==> config.mk <==
export PLATFORM = sky130hd
export DESIGN_NAME = hazard_unit
export DESIGN_NICKNAME = d
export VERILOG_FILES = /design/src/rtl/hazard_unit_pkg.sv /design/src/rtl/hazard_unit_md_tracker.sv /design/src/rtl/hazard_unit.sv
export SDC_FILE = /design/constraint.sdc
export NUM_CORES = 1
export LEC_CHECK = 0
export ABC_AREA = 1
export CORE_ASPECT_RATIO = 0.75
export CORE_MARGIN = 4
export CORE_UTILIZATION = 30
export DETAILED_ROUTE_END_ITERATION = 12
export DONT_BUFFER_PORTS = 1
export SYNTH_ARGS = -nofsm -noshare
export SYNTH_HDL_FRONTEND = slang
export SYNTH_SLANG_ARGS = --single-unit
==> constraint.sdc <==
create_clock -name clk -period 3.1 [get_ports clk]
set_input_delay 0.62 -clock clk [delete_from_list [all_inputs] [get_ports clk]]
set_output_delay 0.62 -clock clk [all_outputs]
set_load 0.005 [all_outputs]
==> src/rtl/hazard_unit_pkg.sv <==
// Shared definitions for the ID-stage hazard unit: mul/div tracker state
// encodings, the hard-wired zero register and the register dependency test.
package hazard_unit_pkg;

    typedef enum logic [1:0] {
        MD_IDLE = 2'd0,
        MD_BUSY = 2'd1,
        MD_DONE = 2'd2
    } md_state_e;

    localparam logic [4:0] REG_ZERO = 5'd0;

    // Does the instruction in ID read register r? $0 never creates a dependency.
    function automatic logic reg_dep(input logic [4:0] r,
                                     input logic [4:0] rs,
                                     input logic [4:0] rt,
                                     input logic       uses_rt);
        return (r != REG_ZERO) && ((r == rs) || (uses_rt && (r == rt)));
    endfunction

endpackage

==> src/rtl/hazard_unit_md_tracker.sv <==
// Tracks the iterative mul/div unit: busy window after issue, one-cycle done
// pulse, and the destination register of the operation in flight.
//
//   state   | meaning
//   --------+--------------------------------------------------------------
//   MD_IDLE | unit free, waiting for an issue strobe from EX
//   MD_BUSY | operation in flight, cnt counts down the remaining busy cycles
//   MD_DONE | result written this cycle; a new issue may chain directly
module hazard_unit_md_tracker
    import hazard_unit_pkg::*;
#(
    parameter int MD_LATENCY = 32
) (
    input  logic       clk,
    input  logic       rst,
    input  logic       md_issue,
    input  logic [4:0] issue_rd,
    output logic       md_busy,
    output logic       md_done,
    output logic [4:0] md_rd
);

    localparam int CNT_BITS = $clog2(MD_LATENCY);

    md_state_e           state_q, state_d;
    logic [CNT_BITS-1:0] cnt_q, cnt_d;
    logic [4:0]          md_rd_q, md_rd_d;

    always_ff @(posedge clk) begin
        if (rst) begin
            state_q <= MD_IDLE;
            cnt_q   <= '0;
            md_rd_q <= REG_ZERO;
        end else begin
            state_q <= state_d;
            cnt_q   <= cnt_d;
            md_rd_q <= md_rd_d;
        end
    end

    always_comb begin
        state_d = state_q;
        cnt_d   = cnt_q;
        md_rd_d = md_rd_q;
        case (state_q)
            MD_IDLE, MD_DONE: begin
                if (md_issue) begin
                    state_d = MD_BUSY;
                    cnt_d   = CNT_BITS'(MD_LATENCY - 1);
                    md_rd_d = issue_rd;
                end else begin
                    state_d = MD_IDLE;
                end
            end
            // A stray issue strobe while busy cannot happen legally and is dropped.
            MD_BUSY: begin
                if (cnt_q == '0) begin
                    state_d = MD_DONE;
                end else begin
                    cnt_d = cnt_q - CNT_BITS'(1);
                end
            end
            default: begin
                state_d = MD_IDLE;
            end
        endcase
    end

    always_comb begin
        md_busy = (state_q == MD_BUSY);
        md_done = (state_q == MD_DONE);
        md_rd   = md_rd_q;
    end

endmodule

==> src/rtl/hazard_unit.sv <==
// ID-stage hazard unit: load-use and mul/div interlocks, taken-branch flush
// priority, and a saturating count of stall cycles.
module hazard_unit
    import hazard_unit_pkg::*;
#(
    parameter int MD_LATENCY = 32,
    parameter int CNT_W      = 32
) (
    input  logic             clk,
    input  logic             rst,
    input  logic [4:0]       IF_ID_rs,
    input  logic [4:0]       IF_ID_rt,
    input  logic             IF_ID_uses_rt,
    input  logic             IF_ID_md,
    input  logic             ID_EX_mem_read,
    input  logic [4:0]       ID_EX_rt,
    input  logic             ID_EX_md,
    input  logic [4:0]       ID_EX_rd,
    input  logic             EX_branch_taken,
    output logic             pc_write,
    output logic             IF_ID_write,
    output logic             IF_ID_flush,
    output logic             ID_EX_flush,
    output logic             md_busy,
    output logic             md_done,
    output logic [4:0]       md_rd,
    output logic [CNT_W-1:0] stall_cycles
);

    logic             load_stall, md_stall, stall;
    logic [CNT_W-1:0] stall_cycles_q, stall_cycles_d;

    hazard_unit_md_tracker #(
        .MD_LATENCY(MD_LATENCY)
    ) u_md_tracker (
        .clk     (clk),
        .rst     (rst),
        .md_issue(ID_EX_md),
        .issue_rd(ID_EX_rd),
        .md_busy (md_busy),
        .md_done (md_done),
        .md_rd   (md_rd)
    );

    // In DONE the result is written first-half, so only BUSY holds dependents.
    always_comb begin
        load_stall = ID_EX_mem_read && reg_dep(ID_EX_rt, IF_ID_rs, IF_ID_rt, IF_ID_uses_rt);
        md_stall   = md_busy && (reg_dep(md_rd, IF_ID_rs, IF_ID_rt, IF_ID_uses_rt) || IF_ID_md);
        stall      = load_stall || md_stall;
    end

    always_comb begin
        pc_write    = 1'b1;
        IF_ID_write = 1'b1;
        IF_ID_flush = 1'b0;
        ID_EX_flush = 1'b0;
        if (EX_branch_taken) begin
            IF_ID_flush = 1'b1;
            ID_EX_flush = 1'b1;
        end else if (stall) begin
            pc_write    = 1'b0;
            IF_ID_write = 1'b0;
            ID_EX_flush = 1'b1;
        end
    end

    always_comb begin
        stall_cycles_d = stall_cycles_q;
        if (stall && !EX_branch_taken && (stall_cycles_q != '1)) begin
            stall_cycles_d = stall_cycles_q + CNT_W'(1);
        end
    end

    always_ff @(posedge clk) begin
        if (rst) begin
            stall_cycles_q <= '0;
        end else begin
            stall_cycles_q <= stall_cycles_d;
        end
    end

    assign stall_cycles = stall_cycles_q;

endmodule

After elaboration in Yosys (flattened, before gate mapping)
Cells that the tools add are included.
{"block": "word_totals", "wordCells": 48, "latch_bits": 0, "inputBits": 27, "register_bits": 44, "output_inout_bits": 43, "mem_bits_ro": 0, "ramBits": 0, "mem_count": 0}
{"block": "classes", "n_div": 0, "shifts": 0, "addsub": 2, "n_bitwise": 0, "order_cmp": 0, "reduce_logical": 21, "n_eq_ne": 10, "multipliers": 0, "n_mux": 11}
{"op": "adder 32 x 1 -> 32 bit, second input constant", "count": 1}
{"op": "inequality test 32 bit, second input constant", "count": 1}
{"op": "== test 5 bit", "count": 4}
{"op": "2-to-1 mux 5 bit", "count": 2}
{"op": "one-hot mux 5 bit (2 select lines)", "count": 1}
{"op": "nonzero test 5 bit", "count": 2}
{"op": "logical AND 1 bit", "count": 8}
{"op": "2-to-1 mux 1 bit", "count": 6}
{"op": "logical NOT 5 bit", "count": 1}
{"op": "subtractor 5 x 1 -> 5 bit, second input constant", "count": 1}
{"op": "logical OR 1 bit", "count": 4}
{"op": "inequality test 2 bit, second input constant", "count": 2}
{"op": "one-hot mux 2 bit (2 select lines)", "count": 1}
{"op": "AND reduction 3 bit", "count": 1}
{"op": "== test 2 x 1 -> 1 bit, second input constant", "count": 1}
{"op": "== test 2 bit, second input constant", "count": 1}
{"op": "logical NOT 2 bit", "count": 1}
{"op": "2-to-1 mux 2 bit", "count": 1}
{"op": "inequality test 2 x 1 -> 1 bit, second input constant", "count": 1}
{"op": "AND reduction 2 bit", "count": 1}
{"op": "nonzero test 2 bit", "count": 1}
{"op": "OR reduction 2 bit", "count": 1}
{"op": "logical NOT 1 bit", "count": 1}

Logic depth before layout (Yosys ltp)
{"block": "depth", "word_depth": 9, "mapped_depth": 15}

Modules after synthesis
Synthesis repeated with hierarchy kept, for this count alone.
{"block": "hier_totals", "cells_unflattened": 550, "hier_area_um2": 3240.6}
{"mod": "hazard_unit", "instances": 1, "seq_area_each_um2": 640.6, "cells_per_inst": 481, "area_each_um2": 2703.8}
{"mod": "hazard_unit_md_tracker", "instances": 1, "seq_area_each_um2": 240.2, "cells_per_inst": 69, "area_each_um2": 536.8}

Worst setup path after synthesis
OpenSTA, ideal clock, no wires.
{"block": "synth_timing", "kind": "in2out", "start": "input port IF_ID_rt[3]", "end": "output port pc_write", "arrival_time_ns": 1.621, "slack_ns": 0.859, "required_ns": 2.480, "stages": 13, "path_cell_list": "inv_1 -> nand2_1 -> nand2_1 -> nor2_1 -> nand3_1 -> nand2_1 -> nand2_1 -> nand2_1 -> nand2_2 -> nand2_4 -> buf_2 -> nand2_1 -> buf_4"}
{"block": "synth_between", "elab_chain_len": 9, "elab_cells_between_ends": 14, "cone_classes": "eq/ne: 2; mux: 2; reduce/logical: 10"}
{"element": "start, declared", "line_no": "hazard_unit.sv:12", "rtl": "input logic [4:0] IF_ID_rt,"}
{"element": "== test 5 bit", "line_no": "hazard_unit_pkg.sv:18", "rtl": "return (r != REG_ZERO) && ((r == rs) || (uses_rt && (r == rt)));"}
{"element": "logical AND 1 bit", "line_no": "hazard_unit_pkg.sv:18"}
{"element": "logical OR 1 bit", "line_no": "hazard_unit_pkg.sv:18"}
{"element": "logical AND 1 bit", "line_no": "hazard_unit_pkg.sv:18"}
{"element": "logical OR 1 bit", "line_no": "hazard_unit.sv:48", "rtl": "md_stall = md_busy && (reg_dep(md_rd, IF_ID_rs, IF_ID_rt, IF_ID_uses_rt) || IF_ID_md);"}
{"element": "logical AND 1 bit", "line_no": "hazard_unit.sv:48"}
{"element": "logical OR 1 bit (*)", "line_no": "hazard_unit.sv:49", "rtl": "stall = load_stall || md_stall;"}
{"element": "2-to-1 mux 1 bit (*) (2 in a row)"}
{"element": "end, declared", "line_no": "hazard_unit.sv:20", "rtl": "output logic pc_write,"}
Every way passes the cells marked *; elsewhere a longest branch is shown, timed or not.

Worst setup path in the final report
{"block": "layout_timing", "start": "register u_md_tracker.md_rd_q[3] (netlist: u_md_tracker.md_rd[3])", "end": "output port IF_ID_write"}
{"block": "layout_between", "elab_chain_len": 9, "elab_cells_between_ends": 11, "cone_classes": "eq/ne: 2; mux: 2; reduce/logical: 7"}
{"element": "start, declared", "line_no": "hazard_unit_md_tracker.sv:27", "rtl": "logic [4:0] md_rd_q, md_rd_d;"}
{"element": "start signal, assigned", "line_no": "hazard_unit_md_tracker.sv:37", "rtl": "md_rd_q <= md_rd_d;"}
{"element": "== test 5 bit", "line_no": "hazard_unit_pkg.sv:18"}
{"element": "logical AND 1 bit", "line_no": "hazard_unit_pkg.sv:18"}
{"element": "logical OR 1 bit", "line_no": "hazard_unit_pkg.sv:18"}
{"element": "logical AND 1 bit (*)", "line_no": "hazard_unit_pkg.sv:18"}
{"element": "logical OR 1 bit (*)", "line_no": "hazard_unit.sv:48"}
{"element": "logical AND 1 bit (*)", "line_no": "hazard_unit.sv:48"}
{"element": "logical OR 1 bit (*)", "line_no": "hazard_unit.sv:49"}
{"element": "2-to-1 mux 1 bit (*)", "line_no": "hazard_unit.sv:60", "rtl": "end else if (stall) begin"}
{"element": "2-to-1 mux 1 bit (*)", "line_no": "hazard_unit.sv:57", "rtl": "if (EX_branch_taken) begin"}
{"element": "end, declared", "line_no": "hazard_unit.sv:21", "rtl": "output logic IF_ID_write,"}
Marked as above.

==> impl_metrics.csv <==
group,metric,value,unit
outcome,status,"finished clean",
logic_synthesis,synthCells,527,
finish,final_cells,655,
logic_synthesis,syn_area_per_cell,6.000,sq um
job,maxCapViolCount,0,
sta,timing.slew.headroom,0.3747,
pwr,vdd_drop_max,0.2403,mV
sta,period_minus_slack,2332,ps
logic_synthesis,synth-edff-count,0,
clocking,ctsResizeCount,0,
pwr,p_per_area,430.2,nW/um^2
sta,drv_slew,0,
logic_synthesis,ys_seq_area_frac,0.2786,
min_path,hold_class,"in -> reg",
floorplanning,die_w,126.5,microns
min_path,hold_depth,1,
finish,nets,548,
sta,fmax,0.4288,GHz
finish,fillers,1088,
logic_synthesis,synth_ff_type,"dfxtp_1",
sta,tns,0,ps
floorplanning,initial_core_util,0.3073,
sta,setup_viol,0,
finish,seq_area,880.8,sq um
critical_path,reg2reg_depth,10,
sta,hold_viol_final,0,
clocking,cts_buffers,5,
sta,fin_crit_sh,0.7524,
drt,drtPass1Iterations,5,
finish,synthToLayoutAreaGrowth,8.192,%
logic_synthesis,ys_async_sr_fraction,0,
critical_path,reg2reg_to,"stall_cycles[1]$_SDFFE_PP0P_",
critical_path,r2r-start,"stall_cycles[1]$_SDFFE_PP0P_",
clocking,cts_tree,"built",
critical_path,crit_arrival,1710,ps
drt,routed_wl,8.810,mm
logic_synthesis,ys_warn_count,0,
clocking,clkTransAtPathRegs,60,ps
critical_path,r2r_slack,900,ps
global_route,grt-ovfl-total,0,
clocking,cts_sinks,44,
floorplanning,dieArea,12260,sq um
global_route,grt_pass1_vias,2879,
drt,vias,3134,
critical_path,cp-start-kind,"flop",
floorplanning,io_pins,70,
floorplanning,core_area,10290,sq um
critical_path,cp_max_fo,8,
critical_path,endpoint_kind,"primary output",
logic_synthesis,syn_nets,557,
floorplanning,num_rows,32,
placed_design,io_buffers,0,
drt,route.detailed.drc,0,
global_route,grt_pass1_wl,14.41,mm
finish,n_antenna_cell,0,
global_route,grt_usage,0.1416,
min_path,min_to,"u_md_tracker.cnt_q[4]$_SDFFE_PP0P_",
sta,tightest_slew,936.9,ps
clocking,ctsHtreeMaxLevel,2,
clocking,clkLatencyLatePin,290,ps
clocking,clockBufferDepth,2,
critical_path,cp.required,2480,ps
drt,ant_nets,0,
logic_synthesis,ys_ff_latch,44,
clocking,clock-root-buffer,"clkbuf_16",
drt,drt-wirelength-per-cell,13.45,microns
sta,grt_setup_unrepaired,"no",
clocking,cts_setup_buffers,0,
global_route,grt_max_degree,38,
placed_design,gp_congestion,0.8875,
clocking,cts_hold_buf,0,
sta,finClkSkew,5.743,ps
logic_synthesis,netlist_area,3162,sq um
finish,multiInputGateArea,1812,sq um
drt,drtIter0Drc,193,
logic_synthesis,synth_cell_type_count,36,
min_path,hold_start,"rst",
floorplanning,die_h,96.91,microns
placed_design,dp_hpwl,6.683,mm
global_route,antenna_found_initial,0,
drt,post_drt_via_cell_ratio,4.785,
finish,drive_gt1_frac,0.06744,
critical_path,startpoint,"u_md_tracker.md_rd[3]$_SDFFE_PP0P_",
critical_path,path_class,"reg -> out",
placed_design,placed_cells,647,
pwr,leakage,0.001583,uW
-- synthesized netlist by cell type, types with 2 or more instances --
| cell type | count | area (sq um) |
|---|---|---|
| nand2_1 | 156 | 585.6 |
| inv_1 | 92 | 345.3 |
| nor2_1 | 71 | 266.5 |
| dfxtp_1 | 44 | 880.8 |
| nand3_1 | 35 | 175.2 |
| nand4_1 | 28 | 175.2 |
| xor2_1 | 12 | 105.1 |
| a21oi_1 | 11 | 55.05 |
| nor3_1 | 8 | 40.04 |
| nor2_2 | 7 | 43.79 |
| o21ai_0 | 7 | 35.03 |
| buf_1 | 6 | 22.52 |
| buf_4 | 4 | 30.03 |
| inv_2 | 4 | 15.01 |
| nor2_4 | 4 | 45.04 |
| buf_2 | 3 | 15.01 |
| buf_6 | 3 | 33.78 |
| ha_1 | 3 | 37.54 |
| nand3_2 | 3 | 30.03 |
| o22ai_1 | 3 | 18.77 |
| xnor2_1 | 3 | 26.28 |
| a31oi_1 | 2 | 12.51 |
| clkbuf_1 | 2 | 7.510 |
| nand2_2 | 2 | 12.51 |
| nand3_4 | 2 | 35.03 |
| nor4_1 | 2 | 12.51 |
-- per-layer routing --
layer | part of all wire | vias up | GRT usage | wire (microns)
met5 | 0 | - | 0 | 0
met4 | 0.012 | 0 | 0.03957 | 106
met3 | 0.071 | 10 | 0.03587 | 629
met2 | 0.44 | 94 | 0.2159 | 3890
met1 | 0.48 | 1415 | 0.1975 | 4185
li1 | - | 1615 | - | -
-- how the worst max path moves through the flow --
stage                                          endpoint  slack, ps  depth (start not counted)
after floorplan                                pc_write        860                         13
after global placement    stall_cycles[19]$_SDFFE_PP0P_        940                         14
after detailed placement   stall_cycles[1]$_SDFFE_PP0P_        900                         10
after CTS                                   IF_ID_write        770                         11
after global routing                        IF_ID_write        630                         11
final                                       IF_ID_write        770                         11
-- power by group --
group	leakage, uW	internal (uW)	switching [uW]
logic	0.00113	64.2	127
clock network	0.0000901	425	228
registers	0.000359	594	34.3
total	0.00158	1080	389
-- metrics by stage --
stage	hold WS (ps)	power, uW	utilization	setup slack, ps	instance area [sq um]
after detailed placement	440.0	831.8	0.3147	898.1	3238
after floorplan	421.1	797.0	-	859.1	3162
after CTS	393.7	1485	0.3324	773.7	3421
after global placement	432.1	827.2	0.3147	938.1	3238
final	399.8	1472	0.3324	767.7	3421
after global routing	389.2	1545	0.3324	630.9	3421
-- sequential cells by signal, indices dropped and copies added (netlist names) --
register and cells:
stall_cycles 32, u_md_tracker.cnt_q 5, u_md_tracker.md_rd 5, u_md_tracker.state_q 2
-- placed cells by master (no fill, tap or decap), types with 2 or more instances in the layout --
cell type / synthesis / final
xor2_1: 12 / 12
nand4_1: 28 / 28
nand2_1: 156 / 156
nor2_1: 71 / 71
clkbuf_16: 0 / 5
clkbuf_8: 0 / 2
nor2_4: 4 / 4
xnor2_1: 3 / 3
nor3_1: 8 / 8
dfxtp_1: 44 / 44
a21oi_1: 11 / 11
buf_4: 4 / 2
nand3_4: 2 / 2
inv_2: 4 / 4
inv_1: 92 / 92
o22ai_1: 3 / 3
nand2_2: 2 / 2
ha_1: 3 / 3
nand3_2: 3 / 3
a31oi_1: 2 / 2
nor4_1: 2 / 2
nor2_2: 7 / 7
o21ai_0: 7 / 7
nand3_1: 35 / 35
-- logic make-up after synthesis --
logic type               share of synthesized area
buffers and inverters                       0.1484
AND/OR/NAND/NOR                             0.4741
adder cells (fa/ha/maj)                    0.01187
XOR/XNOR                                   0.04155
AO/OA/AOI/OAI                              0.04551
flip-flops                                  0.2786
-- layout make-up --
class / count / share of cell area
multi-input combinational: 369 / 0.5296
clock buffer: 7 / 0.04462
clock inverter: 1 / 0.008778
tap: 136 / 0.04974
sequential: 44 / 0.2575
timing repair buffer: 2 / 0.004389
inverter: 96 / 0.1053
-- worst max-delay path, cell delays in order, from the launching register on --
cell and delay, ps:
dfxtp_1 430, inv_1 110, nand2_1 70, nand2_1 50, nor2_1 140, nand3_1 120
nand2_1 70, nand2_1 40, nand2_1 60, nand2_2 70, nand2_4 140, nand2_1 120
No activity file was read; power rests on OpenSTA's default activity.
